### src/rtl/array_sort_check_pkg.sv
// Shared definitions for the array-sort-check controller/datapath pair:
// default widths, select_index encodings and the element compare mode.
package array_sort_check_pkg;

  localparam int DEF_ADDR_W     = 32;
  localparam int DEF_LEN_W      = 16;
  localparam int DEF_DATA_W     = 32;
  localparam int DEF_ELEM_BYTES = 4;

  localparam logic SEL_CLEAR = 1'b0;
  localparam logic SEL_NEXT  = 1'b1;

  typedef enum logic {
    CMP_UNSIGNED = 1'b0,
    CMP_SIGNED   = 1'b1
  } cmp_mode_e;

endpackage

### src/rtl/array_sort_check_datapath_enable_register.sv
// Plain register with synchronous active-high reset and a write enable;
// every piece of datapath state is held in one of these.
module enable_register #(
  parameter int WIDTH = 1
) (
  input  logic             clock,
  input  logic             reset,
  input  logic             enable,
  input  logic [WIDTH-1:0] d,
  output logic [WIDTH-1:0] q
);

  always_ff @(posedge clock) begin
    if (reset) begin
      q <= '0;
    end else if (enable) begin
      q <= d;
    end
  end

endmodule

### src/rtl/array_sort_check_datapath.sv
// Datapath for the array-sort-check controller: walks an element index over
// an array in memory and flags adjacent-element inversions.
module array_sort_check_datapath
  import array_sort_check_pkg::*;
#(
  parameter int ADDR_W     = DEF_ADDR_W,
  parameter int LEN_W      = DEF_LEN_W,
  parameter int DATA_W     = DEF_DATA_W,
  parameter int ELEM_BYTES = DEF_ELEM_BYTES,  // power of two
  parameter int SIGNED_CMP = 1
) (
  input  logic              clock,
  input  logic              reset,
  input  logic              load_input,
  input  logic              load_index,
  input  logic              select_index,
  input  logic [ADDR_W-1:0] array_start,
  input  logic [LEN_W-1:0]  array_length,
  output logic [ADDR_W-1:0] mem_addr,
  input  logic [DATA_W-1:0] mem_rdata,
  output logic              inversion_found,
  output logic              end_of_array,
  output logic              zero_length_array,
  output logic [LEN_W-1:0]  compare_count
);

  localparam int        STRIDE_SH = $clog2(ELEM_BYTES);
  localparam cmp_mode_e CMP_MODE  = (SIGNED_CMP != 0) ? CMP_SIGNED : CMP_UNSIGNED;

  logic [ADDR_W-1:0] start;
  logic [LEN_W-1:0]  length;
  logic [LEN_W-1:0]  index;
  logic [DATA_W-1:0] prev;
  logic              prev_valid;
  logic [LEN_W-1:0]  count;

  logic [LEN_W:0]    index_inc;
  logic              can_advance;
  logic              clear_idx;
  logic              advance;
  logic              idx_en;
  logic [LEN_W-1:0]  index_d;
  logic [LEN_W-1:0]  count_d;
  logic [ADDR_W-1:0] index_ext;
  logic              prev_greater;

  // One extra bit keeps index+1 exact even for the largest representable length.
  assign index_inc   = {1'b0, index} + {{LEN_W{1'b0}}, 1'b1};
  assign can_advance = index_inc < {1'b0, length};

  // load_input outranks load_index; advance is suppressed on the last element.
  assign clear_idx = load_input | (load_index & (select_index == SEL_CLEAR));
  assign advance   = ~load_input & load_index & (select_index == SEL_NEXT) & can_advance;
  assign idx_en    = clear_idx | advance;
  assign index_d   = clear_idx ? '0 : index_inc[LEN_W-1:0];
  assign count_d   = clear_idx ? '0 : count + {{(LEN_W-1){1'b0}}, 1'b1};

  enable_register #(.WIDTH(ADDR_W)) u_start (
    .clock(clock), .reset(reset), .enable(load_input), .d(array_start), .q(start)
  );

  enable_register #(.WIDTH(LEN_W)) u_length (
    .clock(clock), .reset(reset), .enable(load_input), .d(array_length), .q(length)
  );

  enable_register #(.WIDTH(LEN_W)) u_index (
    .clock(clock), .reset(reset), .enable(idx_en), .d(index_d), .q(index)
  );

  enable_register #(.WIDTH(DATA_W)) u_prev (
    .clock(clock), .reset(reset), .enable(advance), .d(mem_rdata), .q(prev)
  );

  enable_register #(.WIDTH(1)) u_prev_valid (
    .clock(clock), .reset(reset), .enable(idx_en), .d(~clear_idx), .q(prev_valid)
  );

  enable_register #(.WIDTH(LEN_W)) u_count (
    .clock(clock), .reset(reset), .enable(idx_en), .d(count_d), .q(count)
  );

  // Address arithmetic wraps naturally at ADDR_W bits.
  assign index_ext = ADDR_W'(index);
  assign mem_addr  = start + (index_ext << STRIDE_SH);

  assign prev_greater = (CMP_MODE == CMP_SIGNED) ? ($signed(prev) > $signed(mem_rdata))
                                                 : (prev > mem_rdata);

  assign zero_length_array = (length == '0);
  assign end_of_array      = zero_length_array | ~can_advance;
  assign inversion_found   = prev_valid & prev_greater & ~zero_length_array;
  assign compare_count     = count;

endmodule

### config.mk
export PLATFORM = sky130hd
export DESIGN_NAME = array_sort_check_datapath
export DESIGN_NICKNAME = d
export VERILOG_FILES = /design/src/rtl/array_sort_check_pkg.sv /design/src/rtl/array_sort_check_datapath_enable_register.sv /design/src/rtl/array_sort_check_datapath.sv
export SDC_FILE = /design/constraint.sdc
export NUM_CORES = 1
export LEC_CHECK = 0
export CORE_ASPECT_RATIO = 0.9
export CORE_MARGIN = 4
export CORE_UTILIZATION = 42
export CTS_CLUSTER_SIZE = 8
export DETAILED_ROUTE_END_ITERATION = 10
export PLACE_DENSITY = 0.67
export SYNTH_ARGS = -nofsm -noshare
export SYNTH_HDL_FRONTEND = slang
export SYNTH_SLANG_ARGS = --single-unit
### constraint.sdc
create_clock -name clock -period 4.5 [get_ports clock]
set_input_delay 0.9 -clock clock [delete_from_list [all_inputs] [get_ports clock]]
set_output_delay 0.9 -clock clock [all_outputs]
set_load 0.005 [all_outputs]
### Word level (Yosys, flattened, before mapping)

Cells that the tools add are included.

| word-level totals | value |
|---|---|
| input bits | 85 |
| word-level logic and storage cells | 28 |
| flip-flop bits (word level) | 113 |

| operators by class | value |
|---|---|
| mux-type cells | 2 |
| reduce and logical (&&, ||, !) cells | 1 |
| add/subtract/negate cells | 3 |
| bitwise logic cells | 14 |
| magnitude comparators | 2 |

Operators by type and width:

| cell | number |
|---|---|
| $add A32 B18 Y32 | 1 |
| $gt A32 B32 Y1 | 1 |
| $mux W16 | 2 |
| $add A16 B1 Y17 const B | 1 |
| $lt A17 B16 Y1 | 1 |
| $add A16 B1 Y16 const B | 1 |
| $logic_not A16 Y1 | 1 |
| $and A1 B1 Y1 | 6 |
| $not A1 Y1 | 5 |
| $or A1 B1 Y1 | 3 |

### Logic depth before layout (Yosys ltp)

| logic depth | value |
|---|---|
| word-level depth | 5 |
| depth in mapped cells | 15 |
| gate-level depth less buffers | 13 |

### Cells and area by module

A second synthesis with hierarchy kept.

| second synthesis, totals | value |
|---|---|
| cell total of the unflattened synthesis | 813 |
| area, all modules | 7201.9 sq um |

By module, submodules not included:

| module | cells an instance | area each (sq um) | instances |
|---|---|---|---|
| array_sort_check_datapath | 448 | 3099.2 | 1 |
| enable_register at u_prev ... | 103 | 1163.6 | 2 |
| enable_register at u_count ... | 52 | 580.6 | 3 |
| enable_register at u_prev_valid | 3 | 33.8 | 1 |

### Worst setup path before layout

OpenSTA, ideal clock, no wires.

| timing | value |
|---|---|
| path type | register to output |
| start point | register u_index.q[3] |
| end point | output port end_of_array |
| setup slack | 428 ps |
| data required time | 3600 ps |
| cell stages (with the launch flop) | 12 |
| data arrival time | 3172 ps |
| buffers on the path | 1 |
| cells stage by stage | dfxtp_1 > and3_1 > nand2_1 > or3b_1 > clkbuf_1 > o21a_1 > or2_2 > ha_1 > nand3_1 > or3_1 > or4_4 > nand4_1 |

| on the way | value |
|---|---|
| word-level cells in the longest chain between the ends | 4 |

Ends and longest elaborated chain:

| item | RTL line | text |
|---|---|---|
| from (decl) | array_sort_check_datapath_enable_register.sv:10 | `output logic [WIDTH-1:0] q` |
| from (signal assigned) | array_sort_check_datapath_enable_register.sv:15 | `q <= '0;` |
| from (signal assigned) | array_sort_check_datapath_enable_register.sv:17 | `q <= d;` |
| $add A16 B1 Y17 | array_sort_check_datapath.sv:48 | `assign index_inc = {1'b0, index} + {{LEN_W{1'b0}}, 1'b1};` |
| $lt A17 B16 Y1 | array_sort_check_datapath.sv:49 | `assign can_advance = index_inc < {1'b0, length};` |
| $not A1 Y1 | array_sort_check_datapath.sv:90 | `assign end_of_array = zero_length_array \| ~can_advance;` |
| $or A1 B1 Y1 | array_sort_check_datapath.sv:90 |  |
| to (decl) | array_sort_check_datapath.sv:22 | `output logic end_of_array,` |

No other way between the ends.

### Worst setup path in the final report

| timing | value |
|---|---|
| start point | register u_index.q[0] |
| end point | output port mem_addr[28] |

| on the way | value |
|---|---|
| word-level cells in the longest chain between the ends | 1 |

Ends and longest elaborated chain:

| item | RTL line | text |
|---|---|---|
| $add A32 B18 Y32 | array_sort_check_datapath.sv:84 | `assign mem_addr = start + (index_ext << STRIDE_SH);` |
| to (decl) | array_sort_check_datapath.sv:19 | `output logic [ADDR_W-1:0] mem_addr,` |

No other way between the ends.

==> flow_summary.yaml <==
drt:
  drt_first_pass_iters: 6
  vias: 6427
  drt-initial-drc-count: 351
  wl_per_cell_um: 14.8
  totalWireLength_mm: 18.0
  drc: 0
  ant_nets: 0
  vias_per_cell: 5.27
final_layout:
  nFillCells: 1481
  antenna_cells: 0
  nets: 1151
  final_cell_mix: "131 x clkdlybuf4s50_1, 111 x dfxtp_1, 93 x nand2_1"
  layout_commonest_cell: "clkdlybuf4s50_1"
  drive_above_1_share: 0.0859
  syn2layout_area_growth_pct: 32.1
  stdcell_count: 1220
  finalInstanceArea_sq_um: 9270
cts:
  ctsHoldBuffers: 0
  clk_path_buf_depth: 2
  clkTransAtPathRegs_ps: 50
  htree_levels: 4
  cts_buffers: 17
  cts_tree: "yes"
  cts_sinks: 113
  clk_root_buffer_cell: "clkbuf_16"
  insertion_delay_ps: 410
yosys:
  syn_area_per_cell_sq_um: 8.11
  syn_inst: 865
  synthXorXnorAreaFrac: 0.0437
  synth-simple-area-share: 0.222
  synthFlopType: "dfxtp_1"
  synth_top_family_by_area: "simple AND/OR/NAND/NOR gates"
  syn_nets: 1016
  async_flop_share: 0
  ys_types: 53
  synth_enable_flop_cells: 0
  ys_seq_area_frac: 0.323
  synth_compound_area_frac: 0.156
  synth.cell_area_sq_um: 7010
  synthAdderAreaFrac: 0.119
  ys_ff_latch: 113
  ys_warn_count: 0
  muxShareOfSynthArea: 0.0685
worst_hold_path:
  min_path_type: "reg -> reg"
timing:
  post-route-min-period_ps: 4320
  fmax_mhz: 232
  rsz0062_at_grt: "no"
  skew_ps: 9.19
  report.final.slew_viol_count: 0
  finalHoldViolCount: 0
  relSlewSlack: 0.213
  post-route-period-util: 0.959
  worst_pin_slew_ps: 1180
  setup-violations-final: 0
die:
  die-area_sq_um: 18800
  coreArea_sq_um: 16200
  die_x_um: 144
  die_h_um: 131
  initial_utilization: 0.432
  rows: 44
  ios: 136
placement:
  placed_cells: 1188
  io_buffers: 135
  dp_hpwl_mm: 13.2
  gp_congestion: 0.887
  placed_area_sq_um: 8600
grt:
  antenna_found_initial: 0
  grt_max_degree: 54
  first_global_vias: 6131
  grt_pass1_wl_mm: 29.8
  grt_overflow_total: 0
  grt.total_usage: 0.195
critical_path:
  cp-start-kind: "register"
  crit_path_end_kind: "output port"
  cp_max_fo: 7
  critPathRequiredTime_ps: 3600
  worstSetupPathType: "reg -> out"
  crit_chain: "buf_4 -> ha_1 -> inv_1 -> fa_2 -> nor2b_2 -> o31a_1 -> o22ai_2 -> or4_4 -> a211oi_1 -> xnor2_1 -> clkdlybuf4s50_1"
  critPathArrivalTime_ps: 3420
  crit_path_max_incr_delay_ps: 530
  cp_slowest_cell: "clkdlybuf4s50_1"
flow_run:
  cap_violations: 0
power:
  ir_worst_vdd_v: 0.000240
  leakagePower_nw: 3.88
  p_per_area_nw_per_um2: 297
run_status:
  status: "completed"
==> cell usage after synthesis (all sizes together), types with 2 or more instances <==
cell type / number / share of area
nor3: 9 / 0.0064
nor4: 6 / 0.0054
or2: 7 / 0.0062
nor2b: 9 / 0.0080
clkbuf: 24 / 0.013
a21oi: 80 / 0.057
and3: 5 / 0.0045
o22ai: 2 / 0.0018
or4: 14 / 0.016
mux2i: 48 / 0.069
a21o: 12 / 0.013
o21ai: 20 / 0.014
o21a: 9 / 0.0096
a31oi: 10 / 0.0089
xor2: 15 / 0.019
nand2b: 2 / 0.0018
nor2: 68 / 0.036
and2: 3 / 0.0027
ha: 65 / 0.12
or3: 12 / 0.011
dfxtp: 113 / 0.32
a21boi: 3 / 0.0032
buf: 21 / 0.022
o211ai: 4 / 0.0043
o31ai: 8 / 0.0086
nand4: 20 / 0.020
inv: 64 / 0.034
nand2: 94 / 0.051
nand3b: 2 / 0.0021
xnor2: 20 / 0.025
o31a: 3 / 0.0037
a2111oi: 4 / 0.0050
a211oi: 13 / 0.014
nand3: 58 / 0.041
and4: 6 / 0.0075
==> path summary, 6_finish.rpt <==
kind / to / slack [ps] / startpoint / cells past startpoint
worst min-delay path: u_prev.q[0] / 450 / u_prev.q[0] / 2
worst max register to register: u_count.q[11] / 560 / u_index.q[1] / 13
worst min register to register: u_prev.q[0] / 450 / u_prev.q[0] / 2
worst max-delay path: mem_addr[28] / 180 / u_index.q[0] / 11
==> sequential cells by signal, indices dropped and copies added (netlist names) <==
register / cells
u_prev_valid.q: 1
u_index.q: 16
u_length.q: 16
u_count.q: 16
u_prev.q: 32
u_start.q: 32
==> cell type report <==
class	instances	area [sq um]	area share
Tap cell	207	259	0.0280
Timing Repair Buffer	161	1560	0.168
Inverter	64	240	0.0259
Sequential cell	113	2270	0.245
Multi-Input combinational cell	643	4340	0.469
Clock buffer	19	433	0.0467
Clock inverter	13	164	0.0177
==> worst max-delay path, delay by kind of cell (launching register included) <==
family | cells | cell delay, ps
DFF | 1 | 340
buffers and inverters | 3 | 720
adders and majority gates | 2 | 510
and+or+nand+nor | 2 | 650
xor gates and xnor gates | 1 | 170
AOI/OAI and AO/OA | 3 | 610
==> routing by layer <==
layer  global-route usage  routed length, um
met1                0.273               9030
met5                    0                  0
met3               0.0448                870
met2                0.306               8000
met4               0.0494                149
==> where the power goes <==
group / leakage (nW) / internal, W / switching [W]
Combinational: 2.67 / 0.000179 / 0.000154
Sequential: 0.923 / 0.00104 / 0.0000276
Clock: 0.287 / 0.000870 / 0.000482
==> timing repair <==
action	4_1_cts	5_1_grt
gates resized for setup	7	16
setup buffers	0	0
hold endpoints to repair	0	0
endpoints found under the setup margin	5	7
==> logic make-up (layout without fill, tap and decap cells) <==
| logic type | Yosys count | after routing |
|---|---|---|
| multiplexers | 48 | 48 |
| XOR/XNOR | 35 | 35 |
| buffers and inverters | 109 | 257 |
| flip-flops | 113 | 113 |
| adder cells (fa/ha/maj) | 66 | 66 |
| AND/OR/NAND/NOR | 317 | 317 |
| AO/OA/AOI/OAI | 177 | 177 |
==> stage by stage <==
stage	hold slack (ps)	worst slack [ps]	setup TNS [ps]	power (W)	utilization
global route	477	14.4	0	0.00287	0.570
global placement	445	-4.01	-4.01	0.00141	0.529
CTS	457	14.2	0	0.00278	0.567
detailed placement	449	-34.2	-34.2	0.00142	0.529
finish	453	185	0	0.00275	0.570
floorplan	436	428	0	0.00126	-
(Power assumes the default switching activity.)
